`src/rtl/sprite_motion_ctrl_pkg.sv`:
```
// Shared definitions for the sprite motion path: PS/2 scan codes, direction
// encoding, decoder states and the small arrow-key helper functions.
package pacman_pkg;

    localparam logic [7:0] SC_E0     = 8'hE0;
    localparam logic [7:0] SC_F0     = 8'hF0;
    localparam logic [7:0] KEY_UP    = 8'h75;
    localparam logic [7:0] KEY_DOWN  = 8'h72;
    localparam logic [7:0] KEY_LEFT  = 8'h6B;
    localparam logic [7:0] KEY_RIGHT = 8'h74;

    localparam logic [1:0] DIR_UP    = 2'd0;
    localparam logic [1:0] DIR_DOWN  = 2'd1;
    localparam logic [1:0] DIR_LEFT  = 2'd2;
    localparam logic [1:0] DIR_RIGHT = 2'd3;

    localparam int SCREEN_W_DEF = 640;
    localparam int SCREEN_H_DEF = 480;

    typedef enum logic [1:0] {
        ST_IDLE    = 2'd0,
        ST_EXT     = 2'd1,
        ST_BRK     = 2'd2,
        ST_EXT_BRK = 2'd3
    } dec_state_e;

    function automatic logic is_arrow(input logic [7:0] code);
        return (code == KEY_UP) || (code == KEY_DOWN) ||
               (code == KEY_LEFT) || (code == KEY_RIGHT);
    endfunction

    function automatic logic [1:0] arrow_dir(input logic [7:0] code);
        logic [1:0] d;
        case (code)
            KEY_UP:    d = DIR_UP;
            KEY_DOWN:  d = DIR_DOWN;
            KEY_LEFT:  d = DIR_LEFT;
            KEY_RIGHT: d = DIR_RIGHT;
            default:   d = DIR_UP;
        endcase
        return d;
    endfunction

    // Fallback choice when the active key is released: up > down > left > right.
    function automatic logic [1:0] prio_dir(input logic [3:0] mask);
        logic [1:0] d;
        if (mask[0])      d = DIR_UP;
        else if (mask[1]) d = DIR_DOWN;
        else if (mask[2]) d = DIR_LEFT;
        else              d = DIR_RIGHT;
        return d;
    endfunction

endpackage

```
`src/rtl/sprite_motion_ctrl_if.sv`:
```
// Keyboard byte input and sprite position/direction outputs of the motion controller.
interface sprite_motion_ctrl_if;
    logic [7:0] ps2_byte;
    logic       ps2_valid;
    logic [9:0] x_loc;
    logic [8:0] y_loc;
    logic       moving;
    logic [1:0] dir;
    logic       step_tick;

    modport master (
        output ps2_byte, ps2_valid,
        input  x_loc, y_loc, moving, dir, step_tick
    );

    modport slave (
        input  ps2_byte, ps2_valid,
        output x_loc, y_loc, moving, dir, step_tick
    );
endinterface

```
`src/rtl/sprite_motion_ctrl_ps2_arrow_decoder.sv`:
```
// Turns the PS/2 byte stream into registered one-cycle make/break events for
// the four arrow keys; prefixed and numpad forms decode identically.
module ps2_arrow_decoder
    import pacman_pkg::*;
(
    input  logic       vga_clk,
    input  logic       reset,
    input  logic [7:0] ps2_byte,
    input  logic       ps2_valid,
    output logic       make_evt,
    output logic       break_evt,
    output logic [1:0] key_dir
);

    dec_state_e state_q;
    logic       make_q;
    logic       break_q;
    logic [1:0] key_q;
    logic       arrow_s;

    assign arrow_s = is_arrow(ps2_byte);

    always_ff @(posedge vga_clk) begin
        if (reset) begin
            state_q <= ST_IDLE;
            make_q  <= 1'b0;
            break_q <= 1'b0;
            key_q   <= DIR_UP;
        end else begin
            make_q  <= 1'b0;
            break_q <= 1'b0;
            if (ps2_valid) begin
                case (state_q)
                    ST_IDLE, ST_EXT: begin
                        if (arrow_s) begin
                            make_q  <= 1'b1;
                            key_q   <= arrow_dir(ps2_byte);
                            state_q <= ST_IDLE;
                        end else if (ps2_byte == SC_E0) begin
                            state_q <= ST_EXT;
                        end else if (ps2_byte == SC_F0) begin
                            state_q <= (state_q == ST_IDLE) ? ST_BRK : ST_EXT_BRK;
                        end else begin
                            state_q <= ST_IDLE;
                        end
                    end
                    // Repeated prefixes inside a break keep waiting for the key byte.
                    ST_BRK, ST_EXT_BRK: begin
                        if (arrow_s) begin
                            break_q <= 1'b1;
                            key_q   <= arrow_dir(ps2_byte);
                            state_q <= ST_IDLE;
                        end else if ((ps2_byte == SC_E0) || (ps2_byte == SC_F0)) begin
                            state_q <= state_q;
                        end else begin
                            state_q <= ST_IDLE;
                        end
                    end
                    default: state_q <= ST_IDLE;
                endcase
            end
        end
    end

    assign make_evt  = make_q;
    assign break_evt = break_q;
    assign key_dir   = key_q;

endmodule

```
`src/rtl/sprite_motion_ctrl.sv`:
```
// Held-arrow tracking, most-recent-key direction arbitration, fixed-rate step
// timer and edge-clamped sprite position for the VGA box renderer.
module sprite_motion_ctrl
    import pacman_pkg::*;
#(
    parameter int SCREEN_W = SCREEN_W_DEF,
    parameter int SCREEN_H = SCREEN_H_DEF,
    parameter int SPRITE_W = 32,
    parameter int SPRITE_H = 32,
    parameter int STEP_DIV = 2097152,
    parameter int STEP_PX  = 1
)
(
    input logic                 vga_clk,
    input logic                 reset,
    sprite_motion_ctrl_if.slave bus
);

    localparam int CNT_W = (STEP_DIV > 2) ? $clog2(STEP_DIV) : 1;
    localparam logic [CNT_W-1:0]  CNT_LAST = CNT_W'(STEP_DIV - 1);
    localparam logic [CNT_W-1:0]  CNT_PRE  = CNT_W'(STEP_DIV - 2);
    localparam logic signed [10:0] STEP_X  = 11'(STEP_PX);
    localparam logic signed [9:0]  STEP_Y  = 10'(STEP_PX);
    localparam logic signed [10:0] X_MAX   = 11'(SCREEN_W - SPRITE_W);
    localparam logic signed [9:0]  Y_MAX   = 10'(SCREEN_H - SPRITE_H);

    logic       make_s, break_s;
    logic [1:0] key_s;

    logic [3:0]       mask_q, mask_d;
    logic [1:0]       dir_q, dir_d;
    logic             moving_q, moving_d;
    logic [CNT_W-1:0] cnt_q;
    logic             tick_q;
    logic [9:0]       x_q, x_d;
    logic [8:0]       y_q, y_d;

    logic signed [10:0] x_dec_s, x_inc_s;
    logic signed [9:0]  y_dec_s, y_inc_s;

    ps2_arrow_decoder u_dec (
        .vga_clk   (vga_clk),
        .reset     (reset),
        .ps2_byte  (bus.ps2_byte),
        .ps2_valid (bus.ps2_valid),
        .make_evt  (make_s),
        .break_evt (break_s),
        .key_dir   (key_s)
    );

    // Held mask and active direction; only releasing the active key re-arbitrates.
    always_comb begin
        mask_d   = mask_q;
        dir_d    = dir_q;
        moving_d = moving_q;
        if (make_s) begin
            mask_d[key_s] = 1'b1;
            dir_d         = key_s;
            moving_d      = 1'b1;
        end else if (break_s) begin
            mask_d[key_s] = 1'b0;
            if (moving_q && (key_s == dir_q)) begin
                if (mask_d != 4'b0000) begin
                    dir_d    = prio_dir(mask_d);
                    moving_d = 1'b1;
                end else begin
                    dir_d    = DIR_UP;
                    moving_d = 1'b0;
                end
            end else begin
                dir_d = dir_q;
            end
        end else begin
            mask_d = mask_q;
        end
    end

    // Clamped step arithmetic, widened and signed so neither edge can wrap.
    always_comb begin
        x_dec_s = $signed({1'b0, x_q}) - STEP_X;
        x_inc_s = $signed({1'b0, x_q}) + STEP_X;
        y_dec_s = $signed({1'b0, y_q}) - STEP_Y;
        y_inc_s = $signed({1'b0, y_q}) + STEP_Y;
        x_d     = x_q;
        y_d     = y_q;
        if (tick_q && moving_q) begin
            case (dir_q)
                DIR_UP:    y_d = (y_dec_s < 10'sd0) ? 9'd0 : y_dec_s[8:0];
                DIR_DOWN:  y_d = (y_inc_s > Y_MAX) ? Y_MAX[8:0] : y_inc_s[8:0];
                DIR_LEFT:  x_d = (x_dec_s < 11'sd0) ? 10'd0 : x_dec_s[9:0];
                DIR_RIGHT: x_d = (x_inc_s > X_MAX) ? X_MAX[9:0] : x_inc_s[9:0];
                default:   x_d = x_q;
            endcase
        end else begin
            x_d = x_q;
        end
    end

    // State registers; tick is registered one cycle ahead so it lines up with CNT_LAST.
    always_ff @(posedge vga_clk) begin
        if (reset) begin
            mask_q   <= 4'b0000;
            dir_q    <= DIR_UP;
            moving_q <= 1'b0;
            cnt_q    <= {CNT_W{1'b0}};
            tick_q   <= 1'b0;
            x_q      <= 10'd0;
            y_q      <= 9'd0;
        end else begin
            mask_q   <= mask_d;
            dir_q    <= dir_d;
            moving_q <= moving_d;
            cnt_q    <= (cnt_q == CNT_LAST) ? {CNT_W{1'b0}} : cnt_q + CNT_W'(1'b1);
            tick_q   <= (cnt_q == CNT_PRE);
            x_q      <= x_d;
            y_q      <= y_d;
        end
    end

    assign bus.x_loc     = x_q;
    assign bus.y_loc     = y_q;
    assign bus.moving    = moving_q;
    assign bus.dir       = dir_q;
    assign bus.step_tick = tick_q;

endmodule
```
`src/flat_wrapper.sv`:
```
// flat-port wrapper written by rule: the top's interface ports become plain ports
module sprite_motion_ctrl_flat import pacman_pkg::*;
#(
    parameter int SCREEN_W = SCREEN_W_DEF,
    parameter int SCREEN_H = SCREEN_H_DEF,
    parameter int SPRITE_W = 32,
    parameter int SPRITE_H = 32,
    parameter int STEP_DIV = 2097152,
    parameter int STEP_PX  = 1
)
  (vga_clk, reset, bus_ps2_byte, bus_ps2_valid, bus_x_loc, bus_y_loc, bus_moving, bus_dir, bus_step_tick);
  sprite_motion_ctrl_if bus_i ();
  input logic vga_clk;
  input logic reset;
  input wire logic [$bits(bus_i.ps2_byte)-1:0] bus_ps2_byte;
  input wire logic [$bits(bus_i.ps2_valid)-1:0] bus_ps2_valid;
  output wire logic [$bits(bus_i.x_loc)-1:0] bus_x_loc;
  output wire logic [$bits(bus_i.y_loc)-1:0] bus_y_loc;
  output wire logic [$bits(bus_i.moving)-1:0] bus_moving;
  output wire logic [$bits(bus_i.dir)-1:0] bus_dir;
  output wire logic [$bits(bus_i.step_tick)-1:0] bus_step_tick;
  assign bus_i.ps2_byte = bus_ps2_byte;
  assign bus_i.ps2_valid = bus_ps2_valid;
  assign bus_x_loc = bus_i.x_loc;
  assign bus_y_loc = bus_i.y_loc;
  assign bus_moving = bus_i.moving;
  assign bus_dir = bus_i.dir;
  assign bus_step_tick = bus_i.step_tick;
  sprite_motion_ctrl #(.SCREEN_W(SCREEN_W), .SCREEN_H(SCREEN_H), .SPRITE_W(SPRITE_W), .SPRITE_H(SPRITE_H), .STEP_DIV(STEP_DIV), .STEP_PX(STEP_PX)) u_core (.vga_clk(vga_clk), .reset(reset), .bus(bus_i));
endmodule
```
`config.mk`:
```
export PLATFORM = sky130hd
export DESIGN_NAME = sprite_motion_ctrl_flat
export DESIGN_NICKNAME = d
export VERILOG_FILES = /design/src/rtl/sprite_motion_ctrl_pkg.sv /design/src/rtl/sprite_motion_ctrl_if.sv /design/src/rtl/sprite_motion_ctrl_ps2_arrow_decoder.sv /design/src/rtl/sprite_motion_ctrl.sv /design/src/flat_wrapper.sv
export SDC_FILE = /design/constraint.sdc
export NUM_CORES = 1
export LEC_CHECK = 0
export CORE_ASPECT_RATIO = 1.5
export CORE_UTILIZATION = 30
export CTS_CLUSTER_SIZE = 24
export DETAILED_ROUTE_END_ITERATION = 10
export SYNTH_ARGS = -nofsm -noshare
export SYNTH_HDL_FRONTEND = slang
export SYNTH_SLANG_ARGS = --single-unit
```
`constraint.sdc`:
```
create_clock -name vga_clk -period 2.87 [get_ports vga_clk]
set_clock_uncertainty 0.1 [all_clocks]
set_input_delay 0.574 -clock vga_clk [delete_from_list [all_inputs] [get_ports vga_clk]]
set_output_delay 0.574 -clock vga_clk [all_outputs]
set_load 0.01 [all_outputs]
```
Yosys cells after proc, flatten, opt, wreduce, memory -nomap -nowiden
Cells that the tools add are included.

Flip-flop bits (word level): 54. Input bits: 11. Output and inout port bits: 23. Logic and storage cells: 102.

Add/subtract/negate cells: 5. $lt $le $gt $ge: 6. Equality and inequality tests: 17. Muxes and demuxes: 32. Bitwise operators: 6. Reduce and logical (&&, ||, !) cells: 25.

Operators by type and width (number): equality test 21 bit (second input constant) (2); equality test 8 x 7 -> 1 bit (second input constant) (4); 2-to-1 mux 2 bit (13); adder 21 x 1 -> 21 bit (second input constant) (1); 2-to-1 mux 10 bit (2); case mux 10 bit (2 select lines) (1); 2-to-1 mux 9 bit (2); case mux 9 bit (2 select lines) (1); equality test 8 bit (second input constant) (2); adder 10 x 1 -> 11 bit (second input constant) (1); greater-than comparator 11 bit (second input constant) (1); less-than comparator 11 x 1 -> 1 bit (second input constant) (1); subtractor 10 x 1 -> 11 bit (second input constant) (1); adder 9 x 1 -> 10 bit (second input constant) (1); greater-than comparator 10 bit (second input constant) (1); less-than comparator 10 x 1 -> 1 bit (second input constant) (1); AND reduction 2 bit (5); subtractor 9 x 1 -> 10 bit (second input constant) (1); equality test 2 bit (second input constant) (4); 2-to-1 mux 1 bit (8); 2-to-1 mux 4 bit (2); nonzero test 2 bit (4); case mux 2 bit (3 select lines) (1); OR reduction 2 bit (3); other kinds (18) (28).

Longest topological paths before layout
Depth in word-level cells: 13. Depth in mapped cells: 9. Gate-level depth less buffers: 8.

By module
Synthesis repeated with hierarchy kept, for this count alone.

Cells, all modules: 468. Area, all modules: 3608.5 um2.

Modules (own cells, without submodules): sprite_motion_ctrl (times used 1, cells each 437, area an instance 3319.4 um2, seq. area each 960.9 um2); ps2_arrow_decoder (times used 1, cells each 31, area an instance 289.0 um2, seq. area each 100.1 um2).

Least setup slack after synthesis
Ideal clock, no wire load.

Path kind: reg-to-reg. From: reg u_core.x_q[3], in the netlist u_core.bus.x_loc[3]. To: reg u_core.x_q[1], in the netlist u_core.bus.x_loc[1]. Setup time: 0.079 ns. Arrival time: 1.968 ns. Required time: 2.691 ns. Setup slack: 0.722 ns. Cell stages (with the launch flop): 9. Path buffers: 1. Clock period less this slack: 2.148 ns. Cells stage by stage: dfxtp_1 buf_4 and4_4 nand2_2 mux2_4 a31o_1 a21o_1 mux2_2 a211oi_2.

Word-level cells in the longest chain between the ends: 4. Elaborated cells between the ends (all ways): 7. Those cells by class: add/sub: 2; order compare: 2; mux: 3.

RTL lines: start: declaration (line sprite_motion_ctrl.sv:35) `logic [9:0] x_q, x_d;`; start signal: assignment (line sprite_motion_ctrl.sv:107) `x_q <= 10'd0;`; start signal: assignment (line sprite_motion_ctrl.sv:115) `x_q <= x_d;`; adder 10 x 1 -> 11 bit / subtractor 10 x 1 -> 11 bit (equally long branches) (line sprite_motion_ctrl.sv:81, sprite_motion_ctrl.sv:80); greater-than comparator 11 bit / less-than comparator 11 x 1 -> 1 bit (equally long branches) (line sprite_motion_ctrl.sv:91, sprite_motion_ctrl.sv:90); 2-to-1 mux 10 bit (on tied branches) (line sprite_motion_ctrl.sv:91, sprite_motion_ctrl.sv:90); case mux 10 bit (2 select lines) * (line sprite_motion_ctrl.sv:87) `case (dir_q)`.

Mark *: on every way between the ends. The rest lies on a longest branch, timed or not. A chain may end at the register's enable or synchronous reset.

Worst setup path in the final report
From: reg u_core.x_q[1], in the netlist u_core.bus.x_loc[1]. To: reg u_core.x_q[1], in the netlist u_core.bus.x_loc[1].

Same word-level chain as after synthesis.

==> qor.yml <==
status: "finished, final reports clean"
r2r_end: "u_core.bus.x_loc[1]"
r2r_start: "u_core.bus.x_loc[1]"
synth_nets: 445
cellLeakagePower_nw: 1.35
cts_buffer_depth: 2
gp_congestion: 0.841
syn_area_per_cell_um2: 7.75
synth.area.mux_share: 0.0303
vias: 3086
cts_setup_buffers: 0
die_area_um2: 11500
cp_slowest_cell: "dfxtp_1"
synthesis.instances: 427
period_share: 0.820
yosys.area.top_type_share: 0.321
hold_path.startpoint: "u_core.u_dec.state_q[1]"
min_path_cells: 1
io_pins: 34
grt_pass1_wl_mm: 13.0
synth_ff_type: "dfxtp_1"
synth_seq_cells: 53
dp_slack_ps: 246
cts.sinks: 53
tritoncts: "done"
drc: 0
syn_area_um2: 3310
drt_iter0_drc: 99
antenna_left: 0
synth.distinct_cells: 61
die_w_um: 87.7
synth_compound_area_frac: 0.179
io_buffers: 33
worstPathArrival_ps: 2470
drv_slew: 0
final_util: 0.361
initial_core_util: 0.311
grt.overflow.total: 0
drt_pre_antenna_iters: 4
synth-xor-area-share: 0.0847
ctsResizeCount: 0
postCtsHoldBufs: 0
async_flop_share: 0
cts-root-buf: "clkbuf_16"
yosysTopAreaCell: "dfxtp_1"
htreeDepth: 2
cpPeakStageDelay_ps: 440
grt_max_degree: 37
setup_ws_ps: 515
numCtsBuffers: 5
min_to: "u_core.u_dec.make_evt"
synth_simple_gate_area_frac: 0.294
maxCapViolations: 0
rows: 46
synth_top_family_by_area: "simple AND/OR/NAND/NOR gates"
worstSetupPathType: "reg2reg"
synthTopCellsByArea: "dfxtp_1, nor2_1, xor2_1, nand2_1, a21oi_1"
min_path_type: "reg2reg"
timing.final.hold_violations: 0
vdd_ir_drop_max_mv: 0.224
cellPowerDensity_nw_per_um2: 355
power_mw: 1.37
coreArea_um2: 10600
wl_per_cell_um: 12.7
max_freq_mhz: 425
crit_path_end_kind: "flip-flop"
synth_edf_count: 0
worstPathRequired_ps: 2980
vias_per_cell: 5.20
final_cells: 593
die_y_um: 131
grt_pass1_vias: 2848
period_needed_ps: 2350
tns_ps: 0
r2r_cells: 8
ys_seq_area_frac: 0.321
synthAdderAreaFrac: 0.0265
dp_hpwl_mm: 5.46
crit_chain: "ha_1 -> nand3_1 -> nor2_1 -> xor2_1 -> a31o_1 -> a21o_1 -> mux2_2 -> a211oi_2"
fin_nets: 466
drive_gt1_frac: 0.0690
area_growth_pct: 16.2
path_clk_slew_ps: 70
rsz0062_at_grt: "false"
cp-start-kind: "flip-flop"
grt_usage: 0.141
worstMarginPinSlew_ps: 738
clkLatencyLatePin_ps: 290
regToRegSetupSlack_ps: 520
setup_viol: 0
diodes: 0
crit_path_max_fanout: 7
slew_headroom: 0.501
synth_common_cells: "nor2_1, dfxtp_1, nand2_1"
drt_wl_total_mm: 7.55
yosysWarnings: 0
dp.cells: 585
antenna_found_initial: 0
synth.most_common_cell: "nor2_1"
==> sequential cells by signal, indices dropped and copies added, names as in the netlist, named ones only <==
signal / count
u_core.bus.dir: 2
u_core.bus.moving: 1
u_core.bus.step_tick: 1
u_core.bus.x_loc: 10
u_core.bus.y_loc: 9
u_core.cnt_q: 21
u_core.u_dec.break_evt: 1
u_core.u_dec.key_dir: 2
u_core.u_dec.make_evt: 1
u_core.u_dec.state_q: 1
==> metal layers <==
layer / global-route usage / part of all wire / up-vias
met4: 0.0636 / 0.016 / 0
met1: 0.160 / 0.43 / 1441
met5: 0 / 0 / -
met3: 0.0239 / 0.037 / 7
met2: 0.254 / 0.52 / 78
li1: - / - / 1560
==> worst max-delay path by stage <==
stage	start	end	slack, ps	cells past startpoint
floorplan	u_core.bus.x_loc[3]	u_core.bus.x_loc[1]	720	8
global placement	bus_ps2_byte[6]	u_core.u_dec.key_dir[0]	330	7
detailed placement	bus_ps2_byte[6]	u_core.u_dec.key_dir[0]	250	7
CTS	u_core.bus.y_loc[0]	u_core.bus.y_loc[5]	510	8
global route	u_core.bus.y_loc[2]	u_core.bus.y_loc[5]	210	8
finish	u_core.bus.x_loc[1]	u_core.bus.x_loc[1]	520	8
==> critical path: cells and delay by family, from the launching register on <==
kind | cells | cell delay [ps]
AOI/OAI and AO/OA | 3 | 630
DFF | 1 | 440
adders and majority gates | 1 | 370
and+or+nand+nor | 2 | 340
muxes | 1 | 280
xor gates and xnor gates | 1 | 120
==> report_power, final <==
| group | leakage (nW) | switching, mW | internal, mW |
|---|---|---|---|
| combinational | 0.853 | 0.0237 | 0.0208 |
| clock | 0.0706 | 0.256 | 0.321 |
| sequential | 0.427 | 0.00505 | 0.739 |
| total | 1.35 | 0.285 | 1.08 |
==> kinds of logic after synthesis <==
kind of cell,Yosys count
mux,9
buf+inv,36
simple gates,201
compound gates,89
fa+ha+maj,7
xor+xnor,32
flops,53
==> placed cells by master (no fill, tap or decap), types with 5 or more instances in the layout <==
cell type        count
xor2_1              19
nor3_1              21
or3_1                8
o21ai_0             16
a211oi_1             5
and3_1              10
a221oi_1             5
clkdlybuf4s50_1     33
nor2_1              65
clkbuf_16            5
inv_1                7
xnor2_1             13
ha_1                 7
buf_4               10
nand2_1             37
nand3_1             21
a21oi_1             25
dfxtp_1             53
nor4_1               8
nand2b_1             5
nand4_1              6
==> through the flow <==
step | area, um2 | hold slack, ps
6_report | 3840 | 372
5_1_grt | 3840 | 392
4_1_cts | 3840 | 372
3_5_place_dp | 3710 | 357
3_3_place_gp | 3710 | 360
2_1_floorplan | 3310 | 317
==> cell type report <==
class | count | area, um2
well taps | 144 | 180
clock buffers | 6 | 129
repair buffers | 43 | 405
clock inverters | 2 | 10.0
fillers | 1125 | 6800
inverters | 7 | 26.3
flip-flops and latches | 53 | 1060
multi-input cells | 338 | 2030
No activity file was read; power rests on OpenSTA's default activity.
